File: src/rtl/raymarch_pkg.sv
// Shared types, framebuffer word width and pixel packing for the raymarch datapath.
// Build option FB_RGB565_EN: when defined the framebuffer word is 16-bit RGB565,
// otherwise it is 24-bit RGB888.
package raymarch_pkg;

    typedef enum logic [1:0] {
        IDLE = 2'd0,
        SYNC = 2'd1,
        RUN  = 2'd2
    } dispatcher_state_t;

`ifdef FB_RGB565_EN
    localparam int FB_W = 16;
`else
    localparam int FB_W = 24;
`endif

    // Packs one raymarcher colour into a framebuffer word.
    function automatic logic [FB_W-1:0] fb_pack(input logic [7:0] r,
                                                 input logic [7:0] g,
                                                 input logic [7:0] b);
`ifdef FB_RGB565_EN
        fb_pack = {r[7:3], g[7:2], b[7:3]};
`else
        fb_pack = {r, g, b};
`endif
    endfunction

endpackage

File: src/rtl/pixel_dispatcher_if.sv
// Pixel stream bundle between raymarcher, dispatcher and framebuffer write port.
// master = dispatcher side, slave = raymarcher / framebuffer side.
interface pixel_dispatcher_if #(
    parameter int WIDTH  = 1280,
    parameter int HEIGHT = 720
);
    import raymarch_pkg::*;

    localparam int XW = $clog2(WIDTH);
    localparam int YW = $clog2(HEIGHT);
    localparam int AW = $clog2(WIDTH * HEIGHT);

    logic          pixel_done;
    logic [7:0]    red_in;
    logic [7:0]    green_in;
    logic [7:0]    blue_in;
    logic [XW-1:0] curr_x;
    logic [YW-1:0] curr_y;
    logic          fb_we;
    logic [AW-1:0] fb_addr;
    logic [FB_W-1:0] fb_data;

    modport master (
        input  pixel_done, red_in, green_in, blue_in,
        output curr_x, curr_y, fb_we, fb_addr, fb_data
    );

    modport slave (
        output pixel_done, red_in, green_in, blue_in,
        input  curr_x, curr_y, fb_we, fb_addr, fb_data
    );

endinterface

File: src/rtl/pixel_dispatcher_coord_counter.sv
// Raster coordinate counter: x, y and linear address kept in step, so the
// address never needs a multiplier. lastO flags the final pixel of the frame.
module pixel_coord_counter #(
    parameter int WIDTH  = 1280,
    parameter int HEIGHT = 720,
    localparam int XW = $clog2(WIDTH),
    localparam int YW = $clog2(HEIGHT),
    localparam int AW = $clog2(WIDTH * HEIGHT)
) (
    input  logic          clk_i,
    input  logic          rst_n_i,
    input  logic          clear_i,
    input  logic          advance_i,
    output logic [XW-1:0] x_o,
    output logic [YW-1:0] y_o,
    output logic [AW-1:0] addr_o,
    output logic          last_o
);

    localparam logic [XW-1:0] X_LAST = XW'(WIDTH - 1);
    localparam logic [YW-1:0] Y_LAST = YW'(HEIGHT - 1);

    logic [XW-1:0] x_q, x_d;
    logic [YW-1:0] y_q, y_d;
    logic [AW-1:0] addr_q, addr_d;

    // Next coordinate: clear wins over advance; raster order with wrap at frame end.
    always_comb begin
        x_d    = x_q;
        y_d    = y_q;
        addr_d = addr_q;
        if (clear_i) begin
            x_d    = '0;
            y_d    = '0;
            addr_d = '0;
        end else if (advance_i) begin
            if (x_q == X_LAST) begin
                x_d = '0;
                if (y_q == Y_LAST) begin
                    y_d    = '0;
                    addr_d = '0;
                end else begin
                    y_d    = y_q + 1'b1;
                    addr_d = addr_q + 1'b1;
                end
            end else begin
                x_d    = x_q + 1'b1;
                addr_d = addr_q + 1'b1;
            end
        end
    end

    // Coordinate registers.
    always_ff @(posedge clk_i or negedge rst_n_i) begin
        if (!rst_n_i) begin
            x_q    <= '0;
            y_q    <= '0;
            addr_q <= '0;
        end else begin
            x_q    <= x_d;
            y_q    <= y_d;
            addr_q <= addr_d;
        end
    end

    assign x_o    = x_q;
    assign y_o    = y_q;
    assign addr_o = addr_q;
    assign last_o = (x_q == X_LAST) && (y_q == Y_LAST);

endmodule

File: src/rtl/pixel_dispatcher.sv
// Pixel dispatcher: presents coordinates to the raymarcher and turns its
// pixel_done/RGB stream into framebuffer writes. The raymarcher answers one
// pixel late, so the coordinate owning each colour is held in pend*.
// Build option FB_RGB565_EN selects the framebuffer word packing (see raymarch_pkg).
module pixel_dispatcher
    import raymarch_pkg::*;
#(
    parameter int WIDTH      = 1280,
    parameter int HEIGHT     = 720,
    parameter int CONTINUOUS = 0
) (
    input  logic               clk_pixel_in,
    input  logic               rst_n_in,
    input  logic               start_in,
    pixel_dispatcher_if.master bus,
    output logic               busy,
    output logic               frame_done
);

    localparam int XW = $clog2(WIDTH);
    localparam int YW = $clog2(HEIGHT);
    localparam int AW = $clog2(WIDTH * HEIGHT);

    dispatcher_state_t state_q, state_d;

    logic [XW-1:0]   currX;
    logic [YW-1:0]   currY;
    logic [AW-1:0]   currAddr;
    logic            currLast;
    logic            currClear;
    logic            currAdvance;
    logic            pendLoad;
    logic            writeEn;
    logic            frameEnd;

    logic [AW-1:0]   pendAddr_q;
    logic            pendLast_q;
    logic            fbWe_q;
    logic [AW-1:0]   fbAddr_q;
    logic [FB_W-1:0] fbData_q;
    logic            frameDone_q;

    assign frameEnd = bus.pixel_done && pendLast_q;

    pixel_coord_counter #(
        .WIDTH (WIDTH),
        .HEIGHT(HEIGHT)
    ) u_curr (
        .clk_i    (clk_pixel_in),
        .rst_n_i  (rst_n_in),
        .clear_i  (currClear),
        .advance_i(currAdvance),
        .x_o      (currX),
        .y_o      (currY),
        .addr_o   (currAddr),
        .last_o   (currLast)
    );

    // State register.
    always_ff @(posedge clk_pixel_in or negedge rst_n_in) begin
        if (!rst_n_in) begin
            state_q <= IDLE;
        end else begin
            state_q <= state_d;
        end
    end

    // Next state: SYNC eats the first result, RUN ends the frame unless continuous.
    always_comb begin
        state_d = state_q;
        case (state_q)
            IDLE:    if (start_in) state_d = SYNC;
            SYNC:    if (bus.pixel_done) state_d = RUN;
            RUN:     if (frameEnd && (CONTINUOUS == 0)) state_d = IDLE;
            default: state_d = IDLE;
        endcase
    end

    // Per-state controls for the coordinate counter, pend copy and write strobe.
    always_comb begin
        currClear   = 1'b0;
        currAdvance = 1'b0;
        pendLoad    = 1'b0;
        writeEn     = 1'b0;
        busy        = 1'b0;
        case (state_q)
            IDLE: begin
                currClear = 1'b1;
            end
            SYNC: begin
                busy        = 1'b1;
                pendLoad    = bus.pixel_done;
                currAdvance = bus.pixel_done;
            end
            RUN: begin
                busy     = 1'b1;
                pendLoad = bus.pixel_done;
                writeEn  = bus.pixel_done;
                if (frameEnd && (CONTINUOUS == 0)) begin
                    currClear = 1'b1;
                end else begin
                    currAdvance = bus.pixel_done;
                end
            end
            default: ;
        endcase
    end

    // Pending coordinate and registered framebuffer write port.
    always_ff @(posedge clk_pixel_in or negedge rst_n_in) begin
        if (!rst_n_in) begin
            pendAddr_q  <= '0;
            pendLast_q  <= 1'b0;
            fbWe_q      <= 1'b0;
            fbAddr_q    <= '0;
            fbData_q    <= '0;
            frameDone_q <= 1'b0;
        end else begin
            fbWe_q      <= writeEn;
            frameDone_q <= writeEn && pendLast_q;
            if (writeEn) begin
                fbAddr_q <= pendAddr_q;
                fbData_q <= fb_pack(bus.red_in, bus.green_in, bus.blue_in);
            end
            if (pendLoad) begin
                pendAddr_q <= currAddr;
                pendLast_q <= currLast;
            end
        end
    end

    assign bus.curr_x  = currX;
    assign bus.curr_y  = currY;
    assign bus.fb_we   = fbWe_q;
    assign bus.fb_addr = fbAddr_q;
    assign bus.fb_data = fbData_q;
    assign frame_done  = frameDone_q;

endmodule

File: src/flat_wrapper.sv
// flat-port wrapper written by rule: the top's interface ports become plain ports
module pixel_dispatcher_flat import raymarch_pkg::*;
#(
    parameter int WIDTH      = 1280,
    parameter int HEIGHT     = 720,
    parameter int CONTINUOUS = 0
)
  (clk_pixel_in, rst_n_in, start_in, busy, frame_done, bus_pixel_done, bus_red_in, bus_green_in, bus_blue_in, bus_curr_x, bus_curr_y, bus_fb_we, bus_fb_addr, bus_fb_data);
  pixel_dispatcher_if #(.WIDTH(WIDTH), .HEIGHT(HEIGHT)) bus_i ();
  input  logic clk_pixel_in;
  input  logic rst_n_in;
  input  logic start_in;
  output logic busy;
  output logic frame_done;
  input wire logic [$bits(bus_i.pixel_done)-1:0] bus_pixel_done;
  input wire logic [$bits(bus_i.red_in)-1:0] bus_red_in;
  input wire logic [$bits(bus_i.green_in)-1:0] bus_green_in;
  input wire logic [$bits(bus_i.blue_in)-1:0] bus_blue_in;
  output wire logic [$bits(bus_i.curr_x)-1:0] bus_curr_x;
  output wire logic [$bits(bus_i.curr_y)-1:0] bus_curr_y;
  output wire logic [$bits(bus_i.fb_we)-1:0] bus_fb_we;
  output wire logic [$bits(bus_i.fb_addr)-1:0] bus_fb_addr;
  output wire logic [$bits(bus_i.fb_data)-1:0] bus_fb_data;
  assign bus_i.pixel_done = bus_pixel_done;
  assign bus_i.red_in = bus_red_in;
  assign bus_i.green_in = bus_green_in;
  assign bus_i.blue_in = bus_blue_in;
  assign bus_curr_x = bus_i.curr_x;
  assign bus_curr_y = bus_i.curr_y;
  assign bus_fb_we = bus_i.fb_we;
  assign bus_fb_addr = bus_i.fb_addr;
  assign bus_fb_data = bus_i.fb_data;
  pixel_dispatcher #(.WIDTH(WIDTH), .HEIGHT(HEIGHT), .CONTINUOUS(CONTINUOUS)) u_core (.clk_pixel_in(clk_pixel_in), .rst_n_in(rst_n_in), .start_in(start_in), .bus(bus_i), .busy(busy), .frame_done(frame_done));
endmodule
File: config.mk
export PLATFORM = sky130hd
export DESIGN_NAME = pixel_dispatcher_flat
export DESIGN_NICKNAME = d
export VERILOG_FILES = /design/src/rtl/raymarch_pkg.sv /design/src/rtl/pixel_dispatcher_if.sv /design/src/rtl/pixel_dispatcher_coord_counter.sv /design/src/rtl/pixel_dispatcher.sv /design/src/flat_wrapper.sv
export SDC_FILE = /design/constraint.sdc
export NUM_CORES = 1
export LEC_CHECK = 0
export BUFFER_PORTS_ARGS = -buffer_cell sky130_fd_sc_hd__buf_2
export CELL_PAD_IN_SITES_DETAIL_PLACEMENT = 0
export CELL_PAD_IN_SITES_GLOBAL_PLACEMENT = 1
export CORE_MARGIN = 2
export CORE_UTILIZATION = 33
export CTS_CLUSTER_DIAMETER = 150
export DETAILED_ROUTE_END_ITERATION = 6
export PLACE_DENSITY_LB_ADDON = 0.05
export SYNTH_ARGS = -nofsm -noshare
export SYNTH_HDL_FRONTEND = slang
export SYNTH_SLANG_ARGS = --single-unit
File: constraint.sdc
create_clock -name clk_pixel_in -period 2.4 [get_ports clk_pixel_in]
set_input_delay 0.36 -clock clk_pixel_in [delete_from_list [all_inputs] [get_ports clk_pixel_in]]
set_output_delay 0.36 -clock clk_pixel_in [all_outputs]
set_load 0.005 [all_outputs]
==> impl_metrics.yaml, run 1 <==
run_status:
  status: "completed"
floorplan:
  die_w_um: 126
  core_area_um2: 14600
  die-area_um2: 16000
  die_h_um: 126
  io-pin-count: 96
  initial_core_util_pct: 33.9
  rows: 44
clock_tree:
  clk_path_buf_depth: 2
  numCtsBuffers: 9
  clock_sinks: 110
  cts_tree: "done"
  cts_htree_levels: 3
  clk_latency_ns: 0.35
  path_clk_slew_ns: 0.08
  cts-root-buf: "clkbuf_16"
  cts_setup_buffers: 0
timing:
  rsz0062_at_grt: "no"
  slew_headroom_pct: 55.6
  setup_viol: 0
  worstMarginPinSlew_ns: 0.661
  min_period_over_period_pct: 91.1
  fin_setup_tns_ns: 0
  period_minus_slack_ns: 2.19
  skew_ns: 0.00995
  whs_ns: 0.233
  finalHoldViolations: 0
  fmaxAchievable_mhz: 457
  maxSlewViolCount: 0
synth:
  yosysTopAreaCellShare_pct: 55.7
  ys_ff_latch: 110
  ys_seq_area_share_pct: 55.7
  ys.flop_type: "dfrtp_1"
  synth_edf_count: 0
  ys_async_sr_fraction_pct: 100
  yosysTopAreaCell: "dfrtp_1"
  synthCells: 418
  syn_avg_cell_area_um2: 11.8
  syn-num-nets: 454
  ys_types: 48
  synthTopCellsByArea: "dfrtp_1, mux2_2, o21ai_0"
  yosys_warnings: 0
  syn_area_um2: 4940
detailed_routing:
  wl_um: 11000
  vias: 3574
  vias_per_cell: 5.01
  first_pass_iters: 4
  first_iter_violations: 133
  wl_per_cell_um: 15.4
  ant_nets: 0
  drc: 0
worst_setup_path:
  r2r_cells: 7
  cp-start-kind: "register"
  crit_end: "u_core.u_curr.y_o[6]"
  crit_required_ns: 2.63
  regToRegSetupSlack_ns: 0.21
  cp.arrival_ns: 2.42
  r2r_end: "u_core.u_curr.y_o[6]"
  end_kind: "register"
  crit_start: "u_core.state_q[0]"
  path_max_fanout: 8
  r2r_start: "u_core.state_q[0]"
  critPathKind: "reg -> reg"
global_route:
  grt_pass1_vias: 3595
  grt_first_pass_wirelength_um: 18600
  grt_max_degree: 67
  overflow: 0
  grt_usage_pct: 14.6
  antenna_found_initial: 0
place:
  port-buffer-count: 95
  placedCellCount: 696
  place_congestion: 0.786
  dp_hpwl_um: 7560
pwr:
  ir_drop_uv: 878
  power.leakage_nw: 2.92
  power_density_nw_per_um2: 943
finish:
  final_cells: 713
  drive_above_1_share_pct: 38.2
  fin_nets: 560
  syn_to_final_growth_pct: 22.5
  diodes: 0
worst_hold_path:
  hold_path.class: "in -> reg"
flow_run:
  drv_cap: 0
==> metal layers <==
metal / vias to the layer above / wire, um / global-route usage (%)
met4: 0 / 110 / 4.01
met1: 1765 / 5160 / 19.6
met2: 66 / 5280 / 23.4
met5: - / 0 / 0
met3: 11 / 450 / 3.92
li1: 1732 / - / -
==> flip-flops by register name, indices dropped and copies added, names as in the netlist, 2 cells and up <==
signal,flops
u_core.u_curr.x_o,11
u_core.u_curr.y_o,10
u_core.state_q,2
u_core.pendAddr_q,20
u_core.u_curr.addr_o,20
u_core.bus.fb_data,24
u_core.bus.fb_addr,20
==> Yosys cell counts, types with 2 or more instances <==
master / n
dfrtp_1: 110
mux2_2: 65
o21ai_0: 36
nand2_1: 26
nor2_1: 26
nand3_1: 24
a31oi_1: 10
a21oi_1: 9
clkbuf_1: 9
ha_1: 8
nand4_1: 8
inv_1: 7
o31ai_1: 7
buf_2: 6
nor3_1: 6
xor2_1: 6
a22o_1: 5
nand2b_1: 5
mux2i_1: 4
a21o_1: 3
and3_1: 3
nor2b_1: 3
a41oi_1: 2
and2_1: 2
o2111ai_1: 2
o41ai_1: 2
or2_2: 2
xnor2_1: 2
==> cell families (layout without fill, tap and decap cells) <==
kind of cell / Yosys count / after routing / synth area share, %
XOR/XNOR: 8 / 8 / 1.42
multiplexers: 69 / 69 / 15.6
AND/OR/NAND/NOR: 116 / 116 / 12.4
adder cells (fa/ha/maj): 8 / 8 / 2.03
buffers and inverters: 24 / 135 / 2.00
flip-flops: 110 / 110 / 55.7
AO/OA/AOI/OAI: 83 / 83 / 10.9
==> area by class of cell <==
cell class,instances,area [um2]
clock buffer,11,233
clock inverter,5,63.8
fill,1436,8530
inverter,7,26.3
multi-input combinational,284,2090
sequential,110,2750
tap,184,230
timing repair buffer,112,658
==> per-stage QoR <==
step                area, um2  setup WS (ns)  utilization (%)  power [W]
global placement         5750          0.241             39.4    0.00426
finish                   6060          0.213             41.5    0.00571
detailed placement       5750          0.219             39.4    0.00428
CTS                      6060          0.186             41.5    0.00584
floorplan                4940          0.361                -    0.00346
global route             6060         0.0183             41.5    0.00613
==> cell usage in the layout, fill, tap and decap left out, types with 2 or more instances in the layout <==
| master | Yosys | final |
|---|---|---|
| a41oi_1 | 2 | 2 |
| nor3_1 | 6 | 6 |
| mux2_2 | 65 | 65 |
| nand4_1 | 8 | 8 |
| inv_6 | 0 | 3 |
| buf_2 | 6 | 94 |
| nand2b_1 | 5 | 5 |
| or2_2 | 2 | 2 |
| a21oi_1 | 9 | 9 |
| a22o_1 | 5 | 5 |
| nor2_1 | 26 | 26 |
| nand3_1 | 24 | 24 |
| o41ai_1 | 2 | 2 |
| buf_12 | 0 | 4 |
| nor2b_1 | 3 | 3 |
| clkbuf_16 | 0 | 9 |
| a31oi_1 | 10 | 10 |
| mux2i_1 | 4 | 4 |
| xor2_1 | 6 | 6 |
| o31ai_1 | 7 | 7 |
| buf_4 | 0 | 13 |
| and3_1 | 3 | 3 |
| xnor2_1 | 2 | 2 |
| o21ai_0 | 36 | 36 |
| o2111ai_1 | 2 | 2 |
| clkbuf_1 | 9 | 2 |
| nand2_1 | 26 | 26 |
| inv_1 | 7 | 7 |
| a21o_1 | 3 | 3 |
| ha_1 | 8 | 8 |
| dfrtp_1 | 110 | 110 |
==> where the power goes <==
group,internal (W),switching [W],total [W]
clock,0.000823,0.000691,0.00151
sequential,0.00213,0.000155,0.00229
combinational,0.000873,0.00104,0.00191
total,0.00383,0.00188,0.00571
==> worst max-delay path, cell delays in order (launching register included) <==
cell and delay, ns:
dfrtp_1 0.40, inv_1 0.10, ha_1 0.28, and3_1 0.18
or2_2 0.37, nor2_4 0.19, nand3_1 0.23, o41ai_1 0.32
==> worst min-delay path by stage <==
stage / slack [ns] / end / startpoint / cells past startpoint
detailed placement: 0.37 / u_core.bus.fb_data[15] / rst_n_in / 2
global route: 0.22 / u_core.bus.fb_data[3] / bus_blue_in[3] / 2
floorplan: 0.06 / u_core.bus.fb_addr[0] / rst_n_in / 0
global placement: 0.37 / u_core.bus.fb_data[15] / rst_n_in / 2
CTS: 0.21 / u_core.bus.fb_data[10] / bus_green_in[2] / 2
finish: 0.23 / u_core.bus.fb_data[3] / bus_blue_in[3] / 2
==> timing repair <==
item / CTS / global route
hold buffers: 1 / 0
resized for setup: 0 / 0
hold endpoints to repair: 31 / 0
Power figures use the tool's default switching activity.
==> run 2: changes to the inputs <==
Settings changed: PLACE_DENSITY_LB_ADDON 0.05 to 0.25.
==> run 2 against run 1 <==
First-iteration DRC count grew 44%. Combinational power is essentially flat. Highest routed layer unchanged. Non-clock buffer count increased by 2. Sequential share of layout area fell by 0.12 points. Routed wire length decreased by 2.1%. Final area rose by 0.27%.
==> impl_metrics.yaml, run 2 (same netlist as run 1, synthesis figures left out) <==
finish:
  drive_above_1_share_pct: 39.4
  final_core_util_pct: 41.6
  largest_reg_flops: 24
  layout_common_cells: "dfrtp_1, buf_2, mux2_2"
  final_cells: 715
  fin_nets: 562
  syn_to_final_growth_pct: 22.9
  layout_commonest_cell: "dfrtp_1"
  diodes: 0
timing:
  period_minus_slack_ns: 2.22
  setup_viol: 0
  finalHoldViolations: 0
  min_period_over_period_pct: 92.4
  maxSlewViolCount: 0
  setup_ws_ns: 0.182
  worstMarginPinSlew_ns: 0.698
  slew_headroom_pct: 53.2
  skew_ns: 0.0103
  fmaxAchievable_mhz: 451
clock_tree:
  clk_latency_ns: 0.35
  cts-root-buf: "clkbuf_16"
  path_clk_slew_ns: 0.07
  cts_tree: "done"
  cts_htree_levels: 3
  numCtsBuffers: 9
  ctsHoldBuffers: 0
  clock_sinks: 110
  clk_path_buf_depth: 2
global_route:
  grt_usage_pct: 14.4
  overflow: 0
  grt_first_pass_wirelength_um: 18500
  gr-max-usage-layer: "met2"
  gr-usage-met1_pct: 18.9
  grt_util_met2_pct: 22.6
  antenna_found_initial: 0
  grt_max_degree: 49
  grt_pass1_vias: 3625
  gr-usage-met3_pct: 3.33
worst_setup_path:
  path_max_fanout: 8
  end_kind: "register"
  r2r_end: "u_core.u_curr.y_o[7]"
  r2r_cells: 7
  r2r_start: "u_core.state_q[0]"
  cp-start-kind: "register"
  critPathKind: "reg -> reg"
  regToRegSetupSlack_ns: 0.18
  crit_required_ns: 2.65
  cp.arrival_ns: 2.47
place:
  placedCellCount: 697
  place_ws_ns: 0.0267
  port-buffer-count: 95
  dp_hpwl_um: 7550
  place_congestion: 0.776
floorplan:
  core_area_um2: 14600
  rows: 44
  die_w_um: 126
  initial_core_util_pct: 33.9
  die-area_um2: 16000
  die_h_um: 126
  io-pin-count: 96
flow_run:
  drv_cap: 0
run_status:
  status: "completed"
detailed_routing:
  vias: 3588
  first_iter_violations: 192
  ant_nets: 0
  wl_per_cell_um: 15.1
  first_pass_iters: 4
  vias_per_cell: 5.02
  wl_um: 10800
  drc: 0
worst_hold_path:
  hold_path.class: "in -> async"
pwr:
  power.leakage_nw: 2.94
  ir_drop_uv: 383
  power_density_nw_per_um2: 941
run 2: cell count changes in the layout (fill, tap and decap cells not counted), sizes merged:
cell / before / now
buf: 111 / 114
clkinv: 0 / 2
inv: 10 / 8
clkbuf: 11 / 12
clkinvlp: 1 / 0
dlygate4sd3: 1 / 0
run 2: through the flow:
step / total power (W) / area [um2] / TNS (ns) / hold slack (ns)
2_1_floorplan: 0.00346 / 4940 / 0 / 0.0644
3_3_place_gp: 0.00416 / 5730 / 0 / 0.416
3_5_place_dp: 0.00420 / 5730 / 0 / 0.428
4_1_cts: 0.00578 / 6040 / 0 / 0.0384
5_1_grt: 0.00611 / 6070 / -0.00637 / 0.0709
6_report: 0.00571 / 6070 / 0 / 0.0249
run 2: repair_timing:
action,CTS,global route
endpoints found under the setup margin,0,12
resized for setup,0,3
endpoints found under the hold margin,0,0
buffers inserted,0,2
run 2: worst max-delay path: stages (launching register included):
cell     delay [ns]
dfrtp_1        0.40
inv_1          0.10
ha_1           0.27
and3_1         0.17
or2_2          0.38
nor2_4         0.20
nand3_1        0.26
o31ai_1        0.33
run 2: power breakdown:
| group | switching, W | leakage, nW | total, W | internal (W) |
|---|---|---|---|---|
| Sequential | 0.000158 | 1.48 | 0.00229 | 0.00213 |
| Combinational | 0.00102 | 1.31 | 0.00188 | 0.000855 |
| Clock | 0.000672 | 0.153 | 0.00154 | 0.000871 |
run 2: cell type report:
| type | instances | area (um2) |
|---|---|---|
| Multi-Input combinational cell | 284 | 2110 |
| Inverter | 7 | 26.3 |
| Clock inverter | 4 | 52.6 |
| Sequential cell | 110 | 2750 |
| Clock buffer | 12 | 256 |
| Timing Repair Buffer | 114 | 646 |
| Tap cell | 184 | 230 |
| Fill cell | 1384 | 8520 |
run 2: worst max-delay path by stage:
| stage | from | end | slack (ns) |
|---|---|---|---|
| after floorplan | u_core.state_q[0] | u_core.u_curr.addr_o[0] | 0.36 |
| after CTS | u_core.u_curr.x_o[0] | u_core.u_curr.addr_o[10] | 0.02 |
| after global placement | u_core.u_curr.x_o[0] | u_core.u_curr.addr_o[10] | 0.11 |
| after global routing | u_core.state_q[0] | u_core.u_curr.y_o[3] | -0.006 |
| final | u_core.state_q[0] | u_core.u_curr.y_o[7] | 0.18 |
| after detailed placement | u_core.u_curr.x_o[0] | u_core.u_curr.addr_o[10] | 0.03 |
run 2: layer usage:
metal,wire length [um],up-vias
met5,0,-
met4,144,0
met3,499,10
met2,5210,73
met1,4920,1758
li1,-,1747
